**src/rtl/pipe_stage_skid.sv**
```systemverilog
// Pipeline stage register with valid/ready handshake, synchronous flush and an
// optional second (skid) entry so in_ready can come straight from a flop.
module pipe_stage_skid #(
    parameter int unsigned       DATA_W      = 32,
    parameter int unsigned       CTRL_W      = 8,
    parameter logic [CTRL_W-1:0] BUBBLE_CTRL = '0,
    parameter bit                SKID        = 1'b1
) (
    input  logic              clk,
    input  logic              reset,
    input  logic              flush,
    input  logic              in_valid,
    output logic              in_ready,
    input  logic [DATA_W-1:0] in_data,
    input  logic [CTRL_W-1:0] in_ctrl,
    output logic              out_valid,
    input  logic              out_ready,
    output logic [DATA_W-1:0] out_data,
    output logic [CTRL_W-1:0] out_ctrl,
    output logic [1:0]        occupancy
);

    typedef enum logic [1:0] {
        EMPTY = 2'd0,
        ONE   = 2'd1,
        FULL  = 2'd2
    } state_t;

    typedef enum logic [1:0] {
        M_HOLD,
        M_LOAD_IN,
        M_LOAD_SKID,
        M_CLEAR
    } msel_t;

    state_t            state;
    state_t            state_next;
    msel_t             m_sel;
    logic              s_load;
    logic              s_clear;
    logic              accept;
    logic              drain;
    logic [DATA_W-1:0] m_data;
    logic [CTRL_W-1:0] m_ctrl;
    logic [DATA_W-1:0] s_data;
    logic [CTRL_W-1:0] s_ctrl;

    assign accept = in_valid & in_ready;
    assign drain  = out_valid & out_ready;

    // State register: reset and flush both return to the empty state.
    always_ff @(posedge clk) begin
        if (reset || flush) begin
            state <= EMPTY;
        end else begin
            state <= state_next;
        end
    end

    // Next-state logic.
    always_comb begin
        state_next = state;
        case (state)
            EMPTY: begin
                if (accept) begin
                    state_next = ONE;
                end
            end
            ONE: begin
                if (accept && !drain) begin
                    state_next = SKID ? FULL : ONE;
                end else if (!accept && drain) begin
                    state_next = EMPTY;
                end
            end
            FULL: begin
                if (drain) begin
                    state_next = ONE;
                end
            end
            default: state_next = EMPTY;
        endcase
    end

    // Output / datapath-control logic.
    always_comb begin
        m_sel     = M_HOLD;
        s_load    = 1'b0;
        s_clear   = 1'b0;
        out_valid = 1'b0;
        occupancy = 2'd0;
        case (state)
            EMPTY: begin
                if (accept) begin
                    m_sel = M_LOAD_IN;
                end
            end
            ONE: begin
                out_valid = 1'b1;
                occupancy = 2'd1;
                if (accept && drain) begin
                    m_sel = M_LOAD_IN;
                end else if (accept) begin
                    s_load = SKID;
                end else if (drain) begin
                    m_sel = M_CLEAR;
                end
            end
            FULL: begin
                out_valid = 1'b1;
                occupancy = 2'd2;
                if (drain) begin
                    m_sel   = M_LOAD_SKID;
                    s_clear = 1'b1;
                end
            end
            default: begin
                out_valid = 1'b0;
                occupancy = 2'd0;
            end
        endcase
    end

    // Main (head) and skid registers; an emptied slot reads as a bubble.
    always_ff @(posedge clk) begin
        if (reset || flush) begin
            m_data <= '0;
            m_ctrl <= BUBBLE_CTRL;
            s_data <= '0;
            s_ctrl <= BUBBLE_CTRL;
        end else begin
            case (m_sel)
                M_LOAD_IN: begin
                    m_data <= in_data;
                    m_ctrl <= in_ctrl;
                end
                M_LOAD_SKID: begin
                    m_data <= s_data;
                    m_ctrl <= s_ctrl;
                end
                M_CLEAR: begin
                    m_data <= '0;
                    m_ctrl <= BUBBLE_CTRL;
                end
                default: begin
                    m_data <= m_data;
                    m_ctrl <= m_ctrl;
                end
            endcase
            if (s_load) begin
                s_data <= in_data;
                s_ctrl <= in_ctrl;
            end else if (s_clear) begin
                s_data <= '0;
                s_ctrl <= BUBBLE_CTRL;
            end
        end
    end

    assign out_data = m_data;
    assign out_ctrl = m_ctrl;

    // With the skid entry, in_ready is precomputed from the next state so
    // downstream out_ready never reaches upstream combinationally.
    if (SKID) begin : g_skid_ready
        logic in_ready_q;
        always_ff @(posedge clk) begin
            if (reset || flush) begin
                in_ready_q <= 1'b1;
            end else begin
                in_ready_q <= (state_next != FULL);
            end
        end
        assign in_ready = in_ready_q;
    end else begin : g_comb_ready
        assign in_ready = ~out_valid | out_ready;
    end

    a_occupancy_bound : assert property (@(posedge clk) disable iff (reset)
        occupancy <= (SKID ? 2'd2 : 2'd1));

    a_stall_stable : assert property (@(posedge clk) disable iff (reset)
        (out_valid && !out_ready && !flush) |=> ($stable(out_data) && $stable(out_ctrl)));

    a_bubble_ctrl : assert property (@(posedge clk) disable iff (reset)
        !out_valid |-> (out_ctrl == BUBBLE_CTRL && out_data == '0));

endmodule

```
**config.mk**
```make
export PLATFORM = sky130hd
export DESIGN_NAME = pipe_stage_skid
export DESIGN_NICKNAME = d
export VERILOG_FILES = /design/src/rtl/pipe_stage_skid.sv
export SDC_FILE = /design/constraint.sdc
export NUM_CORES = 1
export LEC_CHECK = 0
export ABC_CLOCK_PERIOD_IN_PS = 2100
export CELL_PAD_IN_SITES_DETAIL_PLACEMENT = 1
export CELL_PAD_IN_SITES_GLOBAL_PLACEMENT = 1
export CORE_AREA = 5 5 110 112
export DETAILED_ROUTE_END_ITERATION = 7
export DIE_AREA = 0 0 115 117
export PLACE_DENSITY = 0.74
export SYNTH_ARGS = -nofsm -noshare
export SYNTH_HDL_FRONTEND = slang
export SYNTH_SLANG_ARGS = --single-unit
```
**constraint.sdc**
```tcl
create_clock -name clk -period 2.1 [get_ports clk]
set_clock_uncertainty 0.2 [all_clocks]
set_input_delay 0.42 -clock clk [delete_from_list [all_inputs] [get_ports clk]]
set_output_delay 0.42 -clock clk [all_outputs]
set_load 0.05 [all_outputs]
```
======== After elaboration in Yosys (flattened, before gate mapping) ========
Index checks and enable logic that the tools add are counted.
word-level totals
  register bits after elaboration ......... 83
  input bits .............................. 45
  output and inout bits ................... 44
  word-level logic and storage cells ...... 48
operators by class
  equal/unequal tests ..................... 6
  muxes and demuxes ....................... 24
  bitwise operators ....................... 2
  reductions and logical operators ........ 10
operator list
  kind                                                 number
  one-hot mux 32 bit (3 select lines)                  1
  two-way mux 32 bit                                   2
  one-hot mux 8 bit (3 select lines)                   1
  two-way mux 2 bit                                    8
  two-way mux 8 bit                                    2
  one-hot mux 2 bit (3 select lines)                   2
  two-way mux 1 bit                                    7
  equality test 2 bit, second input constant           3
  equality test 2 x 1 -> 1 bit, second input constant  2
  one-hot mux 2 bit (2 select lines)                   1
  logical AND 1 bit                                    3
  nonzero test 3 bit                                   1
  AND 1 bit                                            2
  zero test 1 bit                                      2
  zero test 2 bit                                      1
  inequality test 2 bit, second input constant         1
  nonzero test 2 bit                                   1
  OR reduction 2 bit                                   1
  logical OR 1 bit                                     1

======== Longest topological paths before layout ========
  depth in word-level cells ............... 10
  depth in mapped cells ................... 7
  gate-level depth less buffers ........... 6

======== Least setup slack after synthesis ========
No wires, ideal clock.
  path type ............................... reg-to-reg
  from .................................... register state[1]
  to ...................................... register m_ctrl[4] (netlist: out_ctrl[4])
  library setup time ...................... 130 ps
  arrival ................................. 2033 ps
  required time ........................... 1770 ps
  setup slack ............................. -263 ps
  stages on the path, launching flop included .. 8
  buffers on the path ..................... 1
  period minus slack after synthesis ...... 2363 ps
  path through ............................ dfxtp_1 inv_1 ha_1 o211ai_1 o21bai_1 buf_2 a221oi_1 nor3_1
on the way
  cells in the longest elaborated chain, start to end .. 10
  elaborated cells between the ends (all ways) .. 17
  those cells by class .................... eq/ne: 5; mux: 7; bitwise: 1; reduce/logical: 4
RTL lines
  item                                                                      line  text
  start, declared                                                           36    state_t state;
  start signal, assigned                                                    56    state <= state_next;
  equality test 2 bit or equality test 2 x 1 -> 1 bit (tied branches)       92    case (state)
  OR reduction 2 bit (no source line) (*)                                   -
  two-way mux 1 bit (*)                                                     92
  via out_valid                                                             16    output logic out_valid,
  AND 1 bit (*)                                                             49    assign drain = out_valid & out_ready;
  two-way mux 2 bit                                                         105   end else if (drain) begin
  two-way mux 2 bit                                                         103   end else if (accept) begin
  two-way mux 2 bit                                                         101   if (accept && drain) begin
  one-hot mux 2 bit (3 select lines) (*)                                    92
  equality test 2 bit or equality test 2 x 1 -> 1 bit (tied branches)       132   case (m_sel)
  one-hot mux 8 bit (3 select lines) or nonzero test 3 bit (tied branches)  -
  end signal, assigned                                                      135   m_ctrl <= in_ctrl;
  end signal, assigned                                                      139   m_ctrl <= s_ctrl;
  end signal, assigned                                                      147   m_ctrl <= m_ctrl;
  end, declared                                                             44    logic [CTRL_W-1:0] m_ctrl;
The timed path passes the listed nets; every way through them passes the cells marked *.
A chain may end at the register's enable or synchronous reset.

======== Worst setup path after layout ========
  from .................................... register state[1]
  to ...................................... register m_data[26] (netlist: out_data[26])
on the way
  cells in the longest elaborated chain, start to end .. 10
  elaborated cells between the ends (all ways) .. 17
  those cells by class .................... eq/ne: 5; mux: 7; bitwise: 1; reduce/logical: 4
RTL lines
  item                                                                       line  text
  equality test 2 bit or equality test 2 x 1 -> 1 bit (tied branches)        92
  OR reduction 2 bit (no source line)                                        -
  two-way mux 1 bit                                                          92
  AND 1 bit                                                                  49
  two-way mux 2 bit                                                          105
  two-way mux 2 bit                                                          103
  two-way mux 2 bit                                                          101
  one-hot mux 2 bit (3 select lines) (*)                                     92
  equality test 2 bit or equality test 2 x 1 -> 1 bit (tied branches)        132
  one-hot mux 32 bit (3 select lines) or nonzero test 3 bit (tied branches)  -
  end signal, assigned                                                       134   m_data <= in_data;
  end signal, assigned                                                       138   m_data <= s_data;
  end signal, assigned                                                       146   m_data <= m_data;
  end, declared                                                              43    logic [DATA_W-1:0] m_data;
Mark *: on every way between the ends. The rest lies on a longest branch, timed or not.

==> metrics.md <==
| Metric | Value |
|---|---|
| Post-DP Area | `4690 µm²` |
| Fraction of power consumed by the clock network | `about two fifths` |
| Global-route wire length before repair | `17100 µm` |
| Arr. time, crit path | `2.11 ns` |
| Number of warnings printed during yosys synthesis | `0` |
| Pin count of the biggest net entering global routing | `47` |
| Place WS | `-0.237 ns` |
| Routed wirelength normalized by instance count | `~18 µm` |
| Post-synthesis average cell area | `9.17 µm²` |
| Dominant combinational cell family by area after synthesis | `simple AND/OR/NAND/NOR gates` |
| Detailed Route WL | `approximately 11000 µm` |
| Effective utilization at floorplan | `31.6%` |
| Worst-case register-to-register setup slack | `0.04 ns` |
| Clock tree from TritonCTS | `yes` |
| Cell Area, Synth | `~3500 µm²` |
| ANT nets after route | `0` |
| Clock slew at reported path FFs | `0.06 ns` |
| RR Startpoint | `state[1]$_SDFF_PP0_` |
| CTS H-tree depth | `3` |
| Area added between synthesis and finish | `47.5%` |
| Setup violations, final | `0` |
| Congestion Overflow GR | `0` |
| Net switching fraction of the power | `about a quarter` |
| Final worst path period need | `roughly 2 ns` |
| Maximum count of clock buffers along a single path | `2` |
| Die Ht | `117 µm` |
| Vias per cell | `5.19` |
| Total area of sequential cells | `1660 µm²` |
| Filler cell count in the final layout | `1259` |
| Crit Path Category | `reg -> reg` |
| Category of the worst setup path launch point | `flop` |
| Area of the multi-input gates | `1880 µm²` |
| P_int | `2840 µW` |
| Complex-gate fraction of the synthesized area | `11.8%` |
| End point of the worst hold path | `out_data[12]$_SDFFE_PP0P_` |
| Post-route insts no fill | `626` |
| Worst Hold Depth | `2` |
| Type of the most critical hold path | `reg -> reg` |
| Cells along the critical path | `inv_2, ha_4, nand3_2, nor4b_4, buf_6, clkbuf_16, a221oi_1, nor3_1` |
| Via count of the first global-routing pass | `between 3000 and 4000` |
| Leading cell type in the layout, fill and taps excluded | `sky130_fd_sc_hd__dfxtp_1` |
| Final max-slew violation count | `0` |
| Endpoint class of the critical path | `flop` |
| Capture instance of the worst register-to-register path | `out_data[26]$_SDFFE_PP0P_` |
| Syn Nets | `433` |
| Gp weighted congestion | `0.742` |
| Max_slew headroom | `66.2%` |
| Area of all placed cells without fillers | `roughly 5200 µm²` |
| CTS buffer count | `9` |
| Share of the synthesized netlist area taken by xor and xnor gates | `0.249%` |
| Post-synth EDFFs | `0` |
| Worst path slowest cell | `sky130_fd_sc_hd__dfxtp_2` |
| Placed cell count | `606` |
| Number of instances in the synthesized netlist | `~380` |
| Die ar. | `between 10000 and 15000 µm²` |
| Maximum fanout along the worst path | `12` |
| Leakage power total | `approximately 0.0024 µW` |
| Ratio of total power to cell area | `roughly 740 nW/µm²` |
| Detailed-routing iteration count for the pre-antenna-repair pass | `4` |
| CTS root buf | `sky130_fd_sc_hd__clkbuf_16` |
| Max VDD drop | `359 µV` |
| Simple-gate share of the synthesized area | `23.3%` |
| Worst R2R Path Depth | `8` |
| Total count of hold-check failures in the final report | `0` |
| Clock Latency Late Sink | `0.33 ns` |
| Number of sinks handled by clock tree synthesis | `83` |
| Diodes inserted | `0` |
| Critical path data required time | `2.16 ns` |
| Layout net count | `528` |
| HPWL after DPL | `7360 µm` |
| Portion of netlist area occupied by mux cells | `between 10% and 20%` |
| Part of the total power dissipated in combinational logic | `16.5%` |
| Port-buffer cells | `88` |
| Synth Register Bits | `83` |
| Standard cell core area | `11100 µm²` |
| Max_cap viols | `0` |
| Actual transition at the worst max-transition pin | `0.506 ns` |
| Iter 0 DRT Violations | `~130` |
| Register share of total power | `roughly 43%` |
| Site Rows | `39` |
| Fraction of final layout cells sized beyond drive strength 1 | `a little over a fifth` |
| Overall routing resource usage | `between 10% and 20%` |
| Final worst-path setup slack | `0.0421 ns` |
| Source of the critical timing path | `state[1]$_SDFF_PP0_` |
| Top library cells by usage in the layout, fill and taps aside | `sky130_fd_sc_hd__dfxtp_1, sky130_fd_sc_hd__nor2_1, sky130_fd_sc_hd__buf_4` |
| Net switching power of the design | `around 1000 µW` |
| Drt drc | `0` |
| Post-synthesis cell type count | `27` |
| Via count | `about 3200` |
| Worst min-delay path startpoint | `out_data[12]$_SDFFE_PP0P_` |
| Fraction of registers with async set or reset after synthesis | `0%` |
| Final period util | `98.0%` |
| Ports | `89` |
| Antenna violations before repair | `0` |
| Horizontal die dimension | `around 120 µm` |
| Adder and majority cell fraction of the synthesized area | `approximately 1.8%` |
| Predominant post-synthesis flop cell | `sky130_fd_sc_hd__dfxtp_1` |
| Highest Clock Rate | `between 400 and 500 MHz` |
| Largest stage delay on the critical path | `0.38 ns` |
| Sequential fraction of the synthesis area | `47.3%` |
| Result of the run | `completed` |
-- cell families after synthesis --
family                     after synthesis
DFF                                     83
muxes                                   40
xor gates and xnor gates                 1
adders and majority gates                5
and+or+nand+nor                        170
buffers and inverters                   35
AOI/OAI and AO/OA                       49
-- cell type report --
cell class              instances  area share [%]
well taps                     143            3.45
multi-input cells             265            36.3
flip-flops and latches         83            32.1
clock inverters                 2           0.676
inverters                       2           0.145
clock buffers                  14            4.90
repair buffers                117            22.4
-- power by group through the flow --
stage / clock [µW] / sequential [µW] / combinational (µW)
3_5_place_dp: 0 / 1680 / 613
3_3_place_gp: 0 / 1680 / 601
6_report: 1560 / 1650 / 632
4_1_cts: 1600 / 1650 / 619
2_1_floorplan: 0 / 1810 / 213
5_1_grt: 1680 / 1650 / 676
-- worst max path at each step --
stage	end	slack [ns]
final	out_data[26]$_SDFFE_PP0P_	0.04
after global routing	out_data[31]$_SDFFE_PP0P_	-0.04
after CTS	out_data[10]	0.0003
after detailed placement	out_data[18]$_SDFFE_PP0P_	-0.24
after global placement	out_ctrl[1]$_SDFFE_PP0P_	-0.12
after floorplan	out_ctrl[4]$_SDFFE_PP0P_	0.03
-- critical path: cells and delay by family, from the launching register on --
family	cells	cell delay, ns
flops	1	0.38
fa+ha+maj	1	0.29
simple gates	3	0.58
buf+inv	3	0.44
compound gates	1	0.08
-- registers in the layout, summed over array words and instances, names as in the netlist --
name,flops
in_ready,1
s_ctrl,8
out_ctrl,8
state,2
out_data,32
s_data,32
-- layer usage --
layer  wire length (µm)  GRT usage, %
met1               4820          19.8
met2               5670          28.6
met3                515          4.01
met4                120          3.76
met5                  0             0
-- synthesized netlist by cell type, types with 2 or more instances --
master	instances	share of area, %
sky130_fd_sc_hd__nand2_1	2	0.21
sky130_fd_sc_hd__o211ai_1	2	0.43
sky130_fd_sc_hd__and2_1	40	7.1
sky130_fd_sc_hd__dfxtp_1	83	47
sky130_fd_sc_hd__nand3_1	2	0.28
sky130_fd_sc_hd__clkbuf_1	21	2.2
sky130_fd_sc_hd__buf_2	12	1.7
sky130_fd_sc_hd__inv_1	2	0.21
sky130_fd_sc_hd__ha_1	5	1.8
sky130_fd_sc_hd__nor3_1	40	5.7
sky130_fd_sc_hd__a221oi_1	40	10
sky130_fd_sc_hd__nor2_1	80	8.5
sky130_fd_sc_hd__mux2i_1	40	11
-- metrics by stage --
stage	hold slack, ns	utilization [%]	power [µW]	setup TNS, ns
6_report	0.289	46.6	3840	0
5_1_grt	0.318	46.6	4010	-0.478
4_1_cts	0.295	44.9	3860	0
3_5_place_dp	0.283	42.1	2290	-10.04
3_3_place_gp	0.279	42.1	2280	-3.60
2_1_floorplan	0.321	-	2030	0
-- repair_timing --
item / CTS / global route
gates cloned: 0 / 2
hold buffers: 0 / 0
setup buffers: 0 / 2
resized for setup: 9 / 33
pin swaps: 0 / 7
setup endpoints to repair: 12 / 53
Power figures use the tool's default switching activity.
